--- src/rtl/signature_rx_if.sv ---
// signature_rx_if -- byte handoff between signature_rx and its consumer.
//
// Signals:
//   byte_out   [7:0]  assembled byte, stable while byte_valid is high
//   byte_valid        byte_out holds a byte the consumer has not yet taken
//   byte_ready        consumer takes byte_out on any cycle where both are high
//
// Modports:
//   master  the receiver (drives byte_out/byte_valid, observes byte_ready)
//   slave   the consumer (observes byte_out/byte_valid, drives byte_ready)
interface signature_rx_if;
  logic [7:0] byte_out;
  logic       byte_valid;
  logic       byte_ready;

  modport master (
    output byte_out,
    output byte_valid,
    input  byte_ready
  );

  modport slave (
    input  byte_out,
    input  byte_valid,
    output byte_ready
  );
endinterface

--- src/rtl/signature_rx.sv ---
// signature_rx -- serial-to-byte receiver with frame tracking and an optional
// built-in signature comparator.
//
// Bits arrive MSB-first on d, qualified by en. Every eighth bit completes a
// byte that is offered on a one-deep holding register (bus.byte_out /
// bus.byte_valid, taken when bus.byte_ready is high). When the holding
// register is still occupied and not being taken, the new byte is dropped
// and the sticky overrun flag is raised. byte_index counts completed bytes
// in the current frame (dropped ones included) and wraps after FRAME_BYTES,
// pulsing frame_done on the wrap.
//
// Ports:
//   clk           rising-edge clock
//   reset         asynchronous, active-high reset
//   ld            synchronous frame restart, takes priority over en
//   en            bit strobe
//   d             serial data, MSB of each byte first
//   bus           signature_rx_if.master (byte_out, byte_valid, byte_ready)
//   byte_index    bytes completed in the current frame
//   frame_done    one-cycle pulse when the last byte of a frame completes
//   overrun       sticky, a completed byte was dropped (cleared by ld/reset)
//   match         frame equals the expected signature (check build only)
//   mismatch_cnt  mismatching bytes in the frame (check build only)
//
// Configuration:
//   SIG_RX_CHECK_EN  when defined, a 40-byte signature ROM is compared
//                    against each completed byte. FRAME_BYTES must be left
//                    at 40 in that build. When undefined, match and
//                    mismatch_cnt are tied to zero.
module signature_rx #(
  parameter int FRAME_BYTES = 40
) (
  input  logic                 clk,
  input  logic                 reset,
  input  logic                 ld,
  input  logic                 en,
  input  logic                 d,
  signature_rx_if.master       bus,
  output logic [5:0]           byte_index,
  output logic                 frame_done,
  output logic                 overrun,
  output logic                 match,
  output logic [5:0]           mismatch_cnt
);

  typedef enum logic [1:0] {
    ST_IDLE = 2'd0,
    ST_RECV = 2'd1,
    ST_DONE = 2'd2
  } state_e;

  localparam logic [5:0] LAST_IDX = 6'(FRAME_BYTES - 1);

  state_e     state_q,      state_d;
  logic [2:0] bit_cnt_q,    bit_cnt_d;
  logic [7:0] shift_q,      shift_d;
  logic [7:0] byte_out_q,   byte_out_d;
  logic       byte_valid_q, byte_valid_d;
  logic [5:0] byte_index_q, byte_index_d;
  logic       frame_done_q, frame_done_d;
  logic       overrun_q,    overrun_d;
  logic [7:0] new_byte_s;

`ifdef SIG_RX_CHECK_EN
  logic [5:0] mm_cnt_q, mm_cnt_d;
  logic [5:0] mm_base_s;
  logic       match_q,  match_d;

  // Expected signature: "Luke Vassallo Tiny Tapeout 2023/03/24.\r\n"
  function automatic logic [7:0] sig_rom_byte(input logic [5:0] idx);
    logic [7:0] val;
    case (idx)
      6'd0:    val = 8'h4C;
      6'd1:    val = 8'h75;
      6'd2:    val = 8'h6B;
      6'd3:    val = 8'h65;
      6'd4:    val = 8'h20;
      6'd5:    val = 8'h56;
      6'd6:    val = 8'h61;
      6'd7:    val = 8'h73;
      6'd8:    val = 8'h73;
      6'd9:    val = 8'h61;
      6'd10:   val = 8'h6C;
      6'd11:   val = 8'h6C;
      6'd12:   val = 8'h6F;
      6'd13:   val = 8'h20;
      6'd14:   val = 8'h54;
      6'd15:   val = 8'h69;
      6'd16:   val = 8'h6E;
      6'd17:   val = 8'h79;
      6'd18:   val = 8'h20;
      6'd19:   val = 8'h54;
      6'd20:   val = 8'h61;
      6'd21:   val = 8'h70;
      6'd22:   val = 8'h65;
      6'd23:   val = 8'h6F;
      6'd24:   val = 8'h75;
      6'd25:   val = 8'h74;
      6'd26:   val = 8'h20;
      6'd27:   val = 8'h32;
      6'd28:   val = 8'h30;
      6'd29:   val = 8'h32;
      6'd30:   val = 8'h33;
      6'd31:   val = 8'h2F;
      6'd32:   val = 8'h30;
      6'd33:   val = 8'h33;
      6'd34:   val = 8'h2F;
      6'd35:   val = 8'h32;
      6'd36:   val = 8'h34;
      6'd37:   val = 8'h2E;
      6'd38:   val = 8'h0D;
      6'd39:   val = 8'h0A;
      default: val = 8'h00;
    endcase
    return val;
  endfunction
`endif

  // The byte completed by the current bit, should this be the eighth one.
  assign new_byte_s = {shift_q[6:0], d};

  // Next-state logic: FSM, bit assembly, holding register, frame tracking.
  always_comb begin
    state_d      = state_q;
    bit_cnt_d    = bit_cnt_q;
    shift_d      = shift_q;
    byte_out_d   = byte_out_q;
    byte_valid_d = byte_valid_q;
    byte_index_d = byte_index_q;
    frame_done_d = 1'b0;
    overrun_d    = overrun_q;
`ifdef SIG_RX_CHECK_EN
    mm_cnt_d     = mm_cnt_q;
    mm_base_s    = mm_cnt_q;
    match_d      = 1'b0;
`endif

    if (ld) begin
      // Restart wins over a same-cycle bit; byte_out keeps its last value.
      state_d      = ST_IDLE;
      bit_cnt_d    = 3'd0;
      shift_d      = 8'h00;
      byte_valid_d = 1'b0;
      byte_index_d = 6'd0;
      overrun_d    = 1'b0;
`ifdef SIG_RX_CHECK_EN
      mm_cnt_d     = 6'd0;
`endif
    end else begin
      // A pending byte taken this cycle frees the holding register.
      if (byte_valid_q && bus.byte_ready) begin
        byte_valid_d = 1'b0;
      end else begin
        byte_valid_d = byte_valid_q;
      end

      if (en) begin
        shift_d   = new_byte_s;
        bit_cnt_d = bit_cnt_q + 3'd1;

        case (state_q)
          ST_IDLE: state_d = ST_RECV;
          ST_RECV: state_d = ST_RECV;
          ST_DONE: begin
            // The previous frame's result is released on the first new bit.
            state_d = ST_RECV;
`ifdef SIG_RX_CHECK_EN
            mm_base_s = 6'd0;
            mm_cnt_d  = 6'd0;
`endif
          end
          default: state_d = ST_IDLE;
        endcase

        if (bit_cnt_q == 3'd7) begin
          // Load when empty or being emptied at this same edge, else drop.
          if (!byte_valid_q || bus.byte_ready) begin
            byte_out_d   = new_byte_s;
            byte_valid_d = 1'b1;
          end else begin
            overrun_d = 1'b1;
          end

          if (byte_index_q == LAST_IDX) begin
            byte_index_d = 6'd0;
            frame_done_d = 1'b1;
            state_d      = ST_DONE;
          end else begin
            byte_index_d = byte_index_q + 6'd1;
          end

`ifdef SIG_RX_CHECK_EN
          // Dropped bytes are still compared: the check is on the stream.
          if (new_byte_s != sig_rom_byte(byte_index_q)) begin
            mm_cnt_d = mm_base_s + 6'd1;
          end else begin
            mm_cnt_d = mm_base_s;
          end
`endif
        end else begin
          byte_index_d = byte_index_q;
        end
      end else begin
        state_d = state_q;
      end
    end

`ifdef SIG_RX_CHECK_EN
    match_d = (state_d == ST_DONE) && (mm_cnt_d == 6'd0);
`endif
  end

  // State registers with asynchronous reset.
  always_ff @(posedge clk or posedge reset) begin
    if (reset) begin
      state_q      <= ST_IDLE;
      bit_cnt_q    <= 3'd0;
      shift_q      <= 8'h00;
      byte_out_q   <= 8'h00;
      byte_valid_q <= 1'b0;
      byte_index_q <= 6'd0;
      frame_done_q <= 1'b0;
      overrun_q    <= 1'b0;
`ifdef SIG_RX_CHECK_EN
      mm_cnt_q     <= 6'd0;
      match_q      <= 1'b0;
`endif
    end else begin
      state_q      <= state_d;
      bit_cnt_q    <= bit_cnt_d;
      shift_q      <= shift_d;
      byte_out_q   <= byte_out_d;
      byte_valid_q <= byte_valid_d;
      byte_index_q <= byte_index_d;
      frame_done_q <= frame_done_d;
      overrun_q    <= overrun_d;
`ifdef SIG_RX_CHECK_EN
      mm_cnt_q     <= mm_cnt_d;
      match_q      <= match_d;
`endif
    end
  end

  assign bus.byte_out   = byte_out_q;
  assign bus.byte_valid = byte_valid_q;
  assign byte_index     = byte_index_q;
  assign frame_done     = frame_done_q;
  assign overrun        = overrun_q;

`ifdef SIG_RX_CHECK_EN
  assign match          = match_q;
  assign mismatch_cnt   = mm_cnt_q;
`else
  assign match          = 1'b0;
  assign mismatch_cnt   = 6'd0;
`endif

endmodule

--- src/flat_wrapper.sv ---
// flat-port wrapper written by rule: the top's interface ports become plain ports
module signature_rx_flat 
#(
  parameter int FRAME_BYTES = 40
)
  (clk, reset, ld, en, d, byte_index, frame_done, overrun, match, mismatch_cnt, bus_byte_out, bus_byte_valid, bus_byte_ready);
  signature_rx_if bus_i ();
  input  logic clk;
  input  logic reset;
  input  logic ld;
  input  logic en;
  input  logic d;
  output logic [5:0] byte_index;
  output logic frame_done;
  output logic overrun;
  output logic match;
  output logic [5:0] mismatch_cnt;
  output wire logic [$bits(bus_i.byte_out)-1:0] bus_byte_out;
  output wire logic [$bits(bus_i.byte_valid)-1:0] bus_byte_valid;
  input wire logic [$bits(bus_i.byte_ready)-1:0] bus_byte_ready;
  assign bus_byte_out = bus_i.byte_out;
  assign bus_byte_valid = bus_i.byte_valid;
  assign bus_i.byte_ready = bus_byte_ready;
  signature_rx #(.FRAME_BYTES(FRAME_BYTES)) u_core (.clk(clk), .reset(reset), .ld(ld), .en(en), .d(d), .bus(bus_i), .byte_index(byte_index), .frame_done(frame_done), .overrun(overrun), .match(match), .mismatch_cnt(mismatch_cnt));
endmodule
--- config.mk ---
export PLATFORM = sky130hd
export DESIGN_NAME = signature_rx_flat
export DESIGN_NICKNAME = d
export VERILOG_FILES = /design/src/rtl/signature_rx_if.sv /design/src/rtl/signature_rx.sv /design/src/flat_wrapper.sv
export SDC_FILE = /design/constraint.sdc
export NUM_CORES = 1
export LEC_CHECK = 0
export BUFFER_PORTS_ARGS = -buffer_cell sky130_fd_sc_hd__buf_2
export CAP_MARGIN = 15
export CORE_MARGIN = 1
export CORE_UTILIZATION = 54
export CTS_BUF_LIST = sky130_fd_sc_hd__clkbuf_8
export DETAILED_ROUTE_END_ITERATION = 10
export MAX_ROUTING_LAYER = met4
export PLACE_DENSITY_LB_ADDON = 0.05
export SYNTH_ARGS = -nofsm -noshare
export SYNTH_HDL_FRONTEND = slang
export SYNTH_SLANG_ARGS = --single-unit
--- constraint.sdc ---
create_clock -name clk -period 3.1 [get_ports clk]
set_input_delay 0.465 -clock clk [delete_from_list [all_inputs] [get_ports clk]]
set_output_delay 0.465 -clock clk [all_outputs]
set_load 0.05 [all_outputs]
==> qor_table.md, run 1 <==
| Quantity | This run |
|---|---|
| Outcome | complete, no violations |
| Synth Warn # | 0 |
| Pins over their slew limit | 0 |
| Total core area | 2042 sq um |
| Pin count of the biggest net entering global routing | 28 |
| Number of cells in the design after placement | 147 |
| Leakage Power | 0.7278 nW |
| Clock insertion delay at the later pin of the skew report | 0.26 ns |
| Layout Nets | 134 |
| Vias in the first global route | 803 |
| Number of synthesized register bits | 27 |
| Buffer levels on the longest clock path | 2 |
| CP Data Arrival Time | 1.99 ns |
| Number of port buffers | 22 |
| Classification of the worst-slack hold path | in2async |
| Count of cell types in the netlist | 27 |
| Wirelength per Cell | 13.34 um |
| Die Footprint | 2448 sq um |
| Slowest stage cell on the critical path | sky130_fd_sc_hd__mux2_2 |
| Synth Area per Inst | 11.82 sq um |
| Top achievable clock speed | 0.5458 GHz |
| Setup repair after global routing missed its margin | no |
| Final hold slack | 0.4151 ns |
| Slew HR | 34.96% |
| Count of buffers added by post-CTS timing repair for setup | 0 |
| Number of antenna violations at the first check in global routing | 0 |
| Initial Util | 59.62% |
| Non-filler instance count after layout | 151 |
| Final setup skew | 0.001346 ns |
| Leading cell type in the layout, fill and taps excluded | sky130_fd_sc_hd__dfrtp_1 |
| Leftover overflow at the end of global routing | 0 |
| Number of buffers created by CTS | 3 |
| Layout overhead on the synthesized area | 11.41% |
| Weighted congestion reported at the end of routability-driven placement | 0.7328 |
| Filler Cell Count | 168 |
| Worst-Margin Slew | 0.9745 ns |
| Half-perimeter wire length of the detailed placement result | 1425 um |
| Horizontal die dimension | 49.48 um |
| Final ANT Viol Nets | 0 |
| Longest individual stage delay on the worst path | 0.39 ns |
| Wire length of the first global-routing pass | 3608 um |
| Most frequent CP cell | sky130_fd_sc_hd__ha_1 |
| DRT Wirelength | 2014 um |
| Startpoint class of the critical path | flip-flop |
| Detailed-route via count | 805 |
| Final hold viol count | 0 |
| Mapped Area | 1217 sq um |
| Max Cap Violations | 0 |
| Number of sinks driven by the clock tree | 27 |
| Number of placed I/O pins | 30 |
| DRC violation total after the first TritonRoute iteration | 16 |
| Cell row count | 16 |
| Vias per Instance | 5.331 |
| Number of setup violations in the final report | 0 |
| CTS Hold Bufs | 0 |
| Cells traversed along the worst timing path | ha_1 -> ha_1 -> nand2_4 -> nor3_4 -> mux2_2 |
| Remaining design rule violation count | 0 |
| Leading cell types in the layout, fill and taps excluded | sky130_fd_sc_hd__dfrtp_1, sky130_fd_sc_hd__buf_2, sky130_fd_sc_hd__nor2_1, sky130_fd_sc_hd__mux2i_1, sky130_fd_sc_hd__mux2_2 |
| Worst Path Class, Setup | reg2reg |
| Total negative setup slack | 0 ns |
| First-pass detailed-route iteration total | 4 |
| Max VDD drop | 0.2939 mV |
| Power density cells | 445.4 nW/um^2 |
| Worst-path clk slew | 0.08 ns |
| Share of post-route cells with drive strength above 1 | 29.03% |
| Chip Height | 49.48 um |
| Critical path required time | 3.25 ns |
| Sequential fraction of the synthesis area | 55.50% |
| Global-route usage over all layers | 20.37% |
| Antenna cell count | 0 |
| Sum of internal, switching and leakage power | 0.0006041 W |
| Crit end category | flip-flop |
| Resized cells post-CTS | 0 |
| Max H-tree Level | 1 |
| CTS tree | yes |
| CTS Root Buffer Type | sky130_fd_sc_hd__clkbuf_8 |
| Number of cells produced by synthesis | 103 |
| Largest fanout of any net on the critical path | 10 |
| Final critical path time including I/O delays and setup | 1.832 ns |
| Tcrit/Tclk final | 59.10% |
==> cell usage after synthesis, drive strengths merged <==
| cell | n | share of area (%) |
|---|---|---|
| a31oi | 2 | 1.0 |
| nand4b | 1 | 0.72 |
| or3 | 1 | 0.62 |
| nand3 | 4 | 1.6 |
| mux2 | 8 | 7.4 |
| conb | 1 | 0.31 |
| o221ai | 1 | 0.72 |
| nor4 | 1 | 0.51 |
| nor3 | 1 | 1.3 |
| mux2i | 9 | 7.4 |
| ha | 3 | 3.1 |
| xnor2 | 1 | 0.72 |
| inv | 2 | 0.62 |
| xor2 | 1 | 0.72 |
| or4 | 1 | 0.62 |
| clkbuf | 2 | 0.62 |
| o21ai | 2 | 0.82 |
| o2111ai | 1 | 0.72 |
| nor2b | 1 | 0.51 |
| or4b | 1 | 0.82 |
| a21oi | 5 | 2.1 |
| nand2 | 5 | 2.2 |
| nor2 | 13 | 4.0 |
| buf | 9 | 5.3 |
| dfrtp | 27 | 55 |
==> final cells by class <==
class	instances	area, sq um	area share, %
sequential	27	675.6	49.82
timing repair buffer	22	110.1	8.118
inverter	2	7.507	0.5535
tap	27	33.78	2.491
clock inverter	1	3.754	0.2768
multi-input combinational	69	484.2	35.70
clock buffer	3	41.29	3.044
==> power by group <==
part / switching, W / internal, W / total (W) / leakage (nW)
clock: 0.0000984 / 0.0000885 / 0.000187 / 0.0269
sequential: 0.00000432 / 0.000357 / 0.000362 / 0.374
combinational: 0.0000441 / 0.0000114 / 0.0000555 / 0.327
total: 0.000147 / 0.000457 / 0.000604 / 0.728
==> layer usage <==
metal | GRT usage (%) | routed length (um)
met1 | 24.95 | 869
met2 | 33.33 | 1057
met3 | 3.704 | 76
met4 | 8.571 | 11
met5 | - | 0
==> sequential cells by signal, indices dropped and copies added (netlist names) <==
register	count
u_core.bus.byte_valid	1
u_core.bus.byte_out	8
u_core.shift_q	7
u_core.bit_cnt_q	3
u_core.frame_done	1
u_core.byte_index	6
u_core.overrun	1
==> critical path, delay by kind of cell, from the launching register on <==
kind | cells | cell delay [ns]
simple gates | 2 | 0.50
fa+ha+maj | 2 | 0.45
mux | 1 | 0.39
flops | 1 | 0.37
==> kinds of logic (layout without fill, tap and decap cells) <==
logic type                 count (synthesis)  count (layout)  synth area share, %
AOI/OAI and AO/OA                         11              11                5.344
xor gates and xnor gates                   2               2                1.439
adders and majority gates                  3               3                3.084
buffers and inverters                     13              28                6.578
DFF                                       27              27                55.50
muxes                                     17              17                14.80
other                                      1               7               0.3080
and+or+nand+nor                           29              29                12.95
==> worst paths after layout <==
path | start | to | slack (ns) | depth (start not counted)
worst max-delay path | u_core.bit_cnt_q[0]$_DFFE_PP0P_ | u_core.bus.byte_out[2]$_DFFE_PP0P_ | 1.27 | 5
worst min-delay path | reset | u_core.bit_cnt_q[1]$_DFFE_PP0P_ | 0.42 | 2
worst max register to register | u_core.bit_cnt_q[0]$_DFFE_PP0P_ | u_core.bus.byte_out[2]$_DFFE_PP0P_ | 1.27 | 5
worst min register to register | u_core.bus.byte_out[3]$_DFFE_PP0P_ | u_core.bus.byte_out[3]$_DFFE_PP0P_ | 0.51 | 1
max in group asynchronous | reset | u_core.byte_index[4]$_DFFE_PP0P_ | 2.10 | 2
min in group clk | d | u_core.bus.byte_out[0]$_DFFE_PP0P_ | 0.46 | 2
==> through the flow <==
stage	worst slack [ns]	cell area [sq um]	util, %
final	1.268	1356	66.42
after global routing	1.143	1356	66.42
after CTS	1.247	1356	66.42
after detailed placement	1.227	1311	64.22
after global placement	1.276	1311	64.22
after floorplan	1.449	1240	-
No activity file was read; power rests on OpenSTA's default activity.
==> run 2, diff against run 1 <==
- clock period: 3.1 -> 1.8 ns (I/O delays scaled with it)
==> qor_table.md, run 2 (same netlist as run 1, synthesis figures left out) <==
| Quantity | This run | Change |
|---|---|---|
| Wire length on met1 | 892 um | +2.6% |
| Layout overhead on the synthesized area | 15.62% |  |
| Classification of the worst-slack hold path | in2async |  |
| Number of port buffers | 22 | unchanged |
| First-pass detailed-route iteration total | 4 | unchanged |
| Crit end category | flip-flop |  |
| Pin count of the biggest net entering global routing | 28 | unchanged |
| Wirelength per Cell | 13.66 um | +2.4% |
| DRT Wirelength | 2131 um | +5.8% |
| Buffer levels on the longest clock path | 2 | unchanged |
| Vias per Instance | 5.487 | +2.9% |
| Resized cells post-CTS | 0 | unchanged |
| DRC violation total after the first TritonRoute iteration | 11 | -5 |
| Number of sinks driven by the clock tree | 27 | unchanged |
| Antenna cell count | 0 | unchanged |
| Die Footprint | 2448 sq um | unchanged |
| Total negative setup slack | 0 ns | unchanged |
| Number of placed I/O pins | 30 | unchanged |
| Final critical path time including I/O delays and setup | 1.656 ns | -0.1762 ns |
| Tcrit/Tclk final | 92.00% | +33 points |
| Worst Path Class, Setup | reg2reg |  |
| Leftover overflow at the end of global routing | 0 | unchanged |
| Global-route usage over all layers | 20.22% | -0.15 points |
| Layout Nets | 139 | +3.7% |
| Filler Cell Count | 173 | +3.0% |
| Met3 Routed Length | 82 um | +7.9% |
| Max FFs per register | 8 | unchanged |
| Sum of internal, switching and leakage power | 0.001065 W | +76% |
| Half-perimeter wire length of the detailed placement result | 1458 um | +2.4% |
| CTS tree | yes |  |
| Met2 wire length | 1140 um | +7.9% |
| Max Cap Violations | 0 | unchanged |
| Total core area | 2042 sq um | unchanged |
| Leakage Power | 0.7544 nW | +3.7% |
| Final ANT Viol Nets | 0 | unchanged |
| Initial Util | 59.62% | unchanged |
| Leading cell types in the layout, fill and taps excluded | sky130_fd_sc_hd__dfrtp_1, sky130_fd_sc_hd__buf_2, sky130_fd_sc_hd__nor2_1, sky130_fd_sc_hd__mux2i_1, sky130_fd_sc_hd__mux2_2 |  |
| Pins over their slew limit | 0 | unchanged |
| Largest fanout of any net on the critical path | 10 | unchanged |
| Number of buffers created by CTS | 3 | unchanged |
| CTS Hold Bufs | 0 | unchanged |
| Outcome | complete, no violations |  |
| Cell row count | 16 | unchanged |
| CP Data Arrival Time | 1.81 ns | -0.18 ns |
| Vias in the first global route | 854 | +6.4% |
| Startpoint class of the critical path | flip-flop |  |
| Highest routed metal layer | met4 |  |
| Max VDD drop | 0.5319 mV | +81% |
| Number of setup violations in the final report | 0 | unchanged |
| Critical path required time | 1.96 ns | -1.29 ns |
| Final hold slack | 0.03784 ns | -0.3773 ns |
| Weighted congestion reported at the end of routability-driven placement | 0.7778 | +6.1% |
| Clock insertion delay at the later pin of the skew report | 0.27 ns | about the same |
| Final setup skew | 0.004503 ns | +0.003157 ns |
| CTS Root Buffer Type | sky130_fd_sc_hd__clkbuf_8 |  |
| Number of antenna violations at the first check in global routing | 0 | unchanged |
| Chip Height | 49.48 um | unchanged |
| Final hold viol count | 0 | unchanged |
| Horizontal die dimension | 49.48 um | unchanged |
| Power density cells | 756.3 nW/um^2 | +70% |
| Top achievable clock speed | 0.6039 GHz | +11% |
| Leading cell type in the layout, fill and taps excluded | sky130_fd_sc_hd__dfrtp_1 |  |
| Wire length of the first global-routing pass | 3650 um | +1.2% |
| Setup repair after global routing missed its margin | no |  |
| Max H-tree Level | 1 | unchanged |
| Remaining design rule violation count | 0 | unchanged |
| Detailed-route via count | 856 | +6.3% |
| Share of post-route cells with drive strength above 1 | 32.56% | +3.5 points |
| Worst-path clk slew | 0.09 ns | about the same |
-- run 2: cell count changes in the layout (fill, tap and decap cells not counted) --
cell,delta
sky130_fd_sc_hd__buf_12,+1
sky130_fd_sc_hd__clkinv_2,+1
sky130_fd_sc_hd__buf_4,+4
sky130_fd_sc_hd__inv_1,-1
-- run 2: final cells by class --
cell class / count / area [sq um] / share of cell area, %
Multi-Input combinational cell: 69 / 484.2 / 34.40
Timing Repair Buffer: 27 / 160.2 / 11.38
Tap cell: 27 / 33.78 / 2.400
Inverter: 2 / 7.507 / 0.5333
Clock buffer: 3 / 41.29 / 2.933
Clock inverter: 1 / 5.005 / 0.3556
Sequential cell: 27 / 675.6 / 48.00
-- run 2: path summary, 6_finish.rpt --
kind                                                    start                            endpoint  slack (ns)  cells past startpoint
hold reg to reg            u_core.bus.byte_out[1]$_DFFE_PP0P_  u_core.bus.byte_out[1]$_DFFE_PP0P_        0.51                      1
max in group asynchronous                               reset    u_core.byte_index[1]$_DFFE_PP0P_        1.51                      3
setup reg to reg              u_core.bit_cnt_q[0]$_DFFE_PP0P_  u_core.bus.byte_out[7]$_DFFE_PP0P_        0.14                      6
min in group clk                                            d  u_core.bus.byte_out[0]$_DFFE_PP0P_        0.26                      2
setup / recovery              u_core.bit_cnt_q[0]$_DFFE_PP0P_  u_core.bus.byte_out[7]$_DFFE_PP0P_        0.14                      6
hold / removal                                          reset     u_core.bit_cnt_q[0]$_DFFE_PP0P_        0.04                      3
-- run 2: routing by layer --
layer / vias to the layer above / track usage (%)
li1: 398 / -
met1: 423 / 22.22
met5: - / -
met4: 0 / 6.190
met3: 2 / 4.012
met2: 33 / 36.76
-- run 2: power breakdown --
part | leakage (nW) | internal [W] | switching [W]
combinational | 0.355 | 0.0000242 | 0.0000778
sequential | 0.374 | 0.000615 | 0.00000721
clock | 0.0255 | 0.000155 | 0.000185
total | 0.754 | 0.000795 | 0.000270
-- run 2: critical path, cell delays in order, from the launching register on --
cell	delay, ns
sky130_fd_sc_hd__dfrtp_1	0.37
sky130_fd_sc_hd__ha_1	0.15
sky130_fd_sc_hd__ha_1	0.20
sky130_fd_sc_hd__nand2_4	0.11
sky130_fd_sc_hd__nor3_4	0.23
sky130_fd_sc_hd__buf_12	0.15
sky130_fd_sc_hd__mux2_2	0.33
-- run 2: repair_timing --
item | in CTS | in global routing
endpoints found under the hold margin | 0 | 0
endpoints found under the setup margin | 0 | 2
setup buffers | 0 | 1
-- run 2: per-stage QoR --
| step | instances | setup WS (ns) | area (sq um) | util, % |
|---|---|---|---|---|
| floorplan | 109 | 0.1493 | 1240 | - |
| global placement | 151 | 0.1486 | 1341 | 65.69 |
| detailed placement | 151 | 0.08460 | 1341 | 65.69 |
| CTS | 155 | 0.07711 | 1388 | 67.95 |
| global route | 156 | 0.05180 | 1408 | 68.93 |
| finish | 156 | 0.1441 | 1408 | 68.93 |
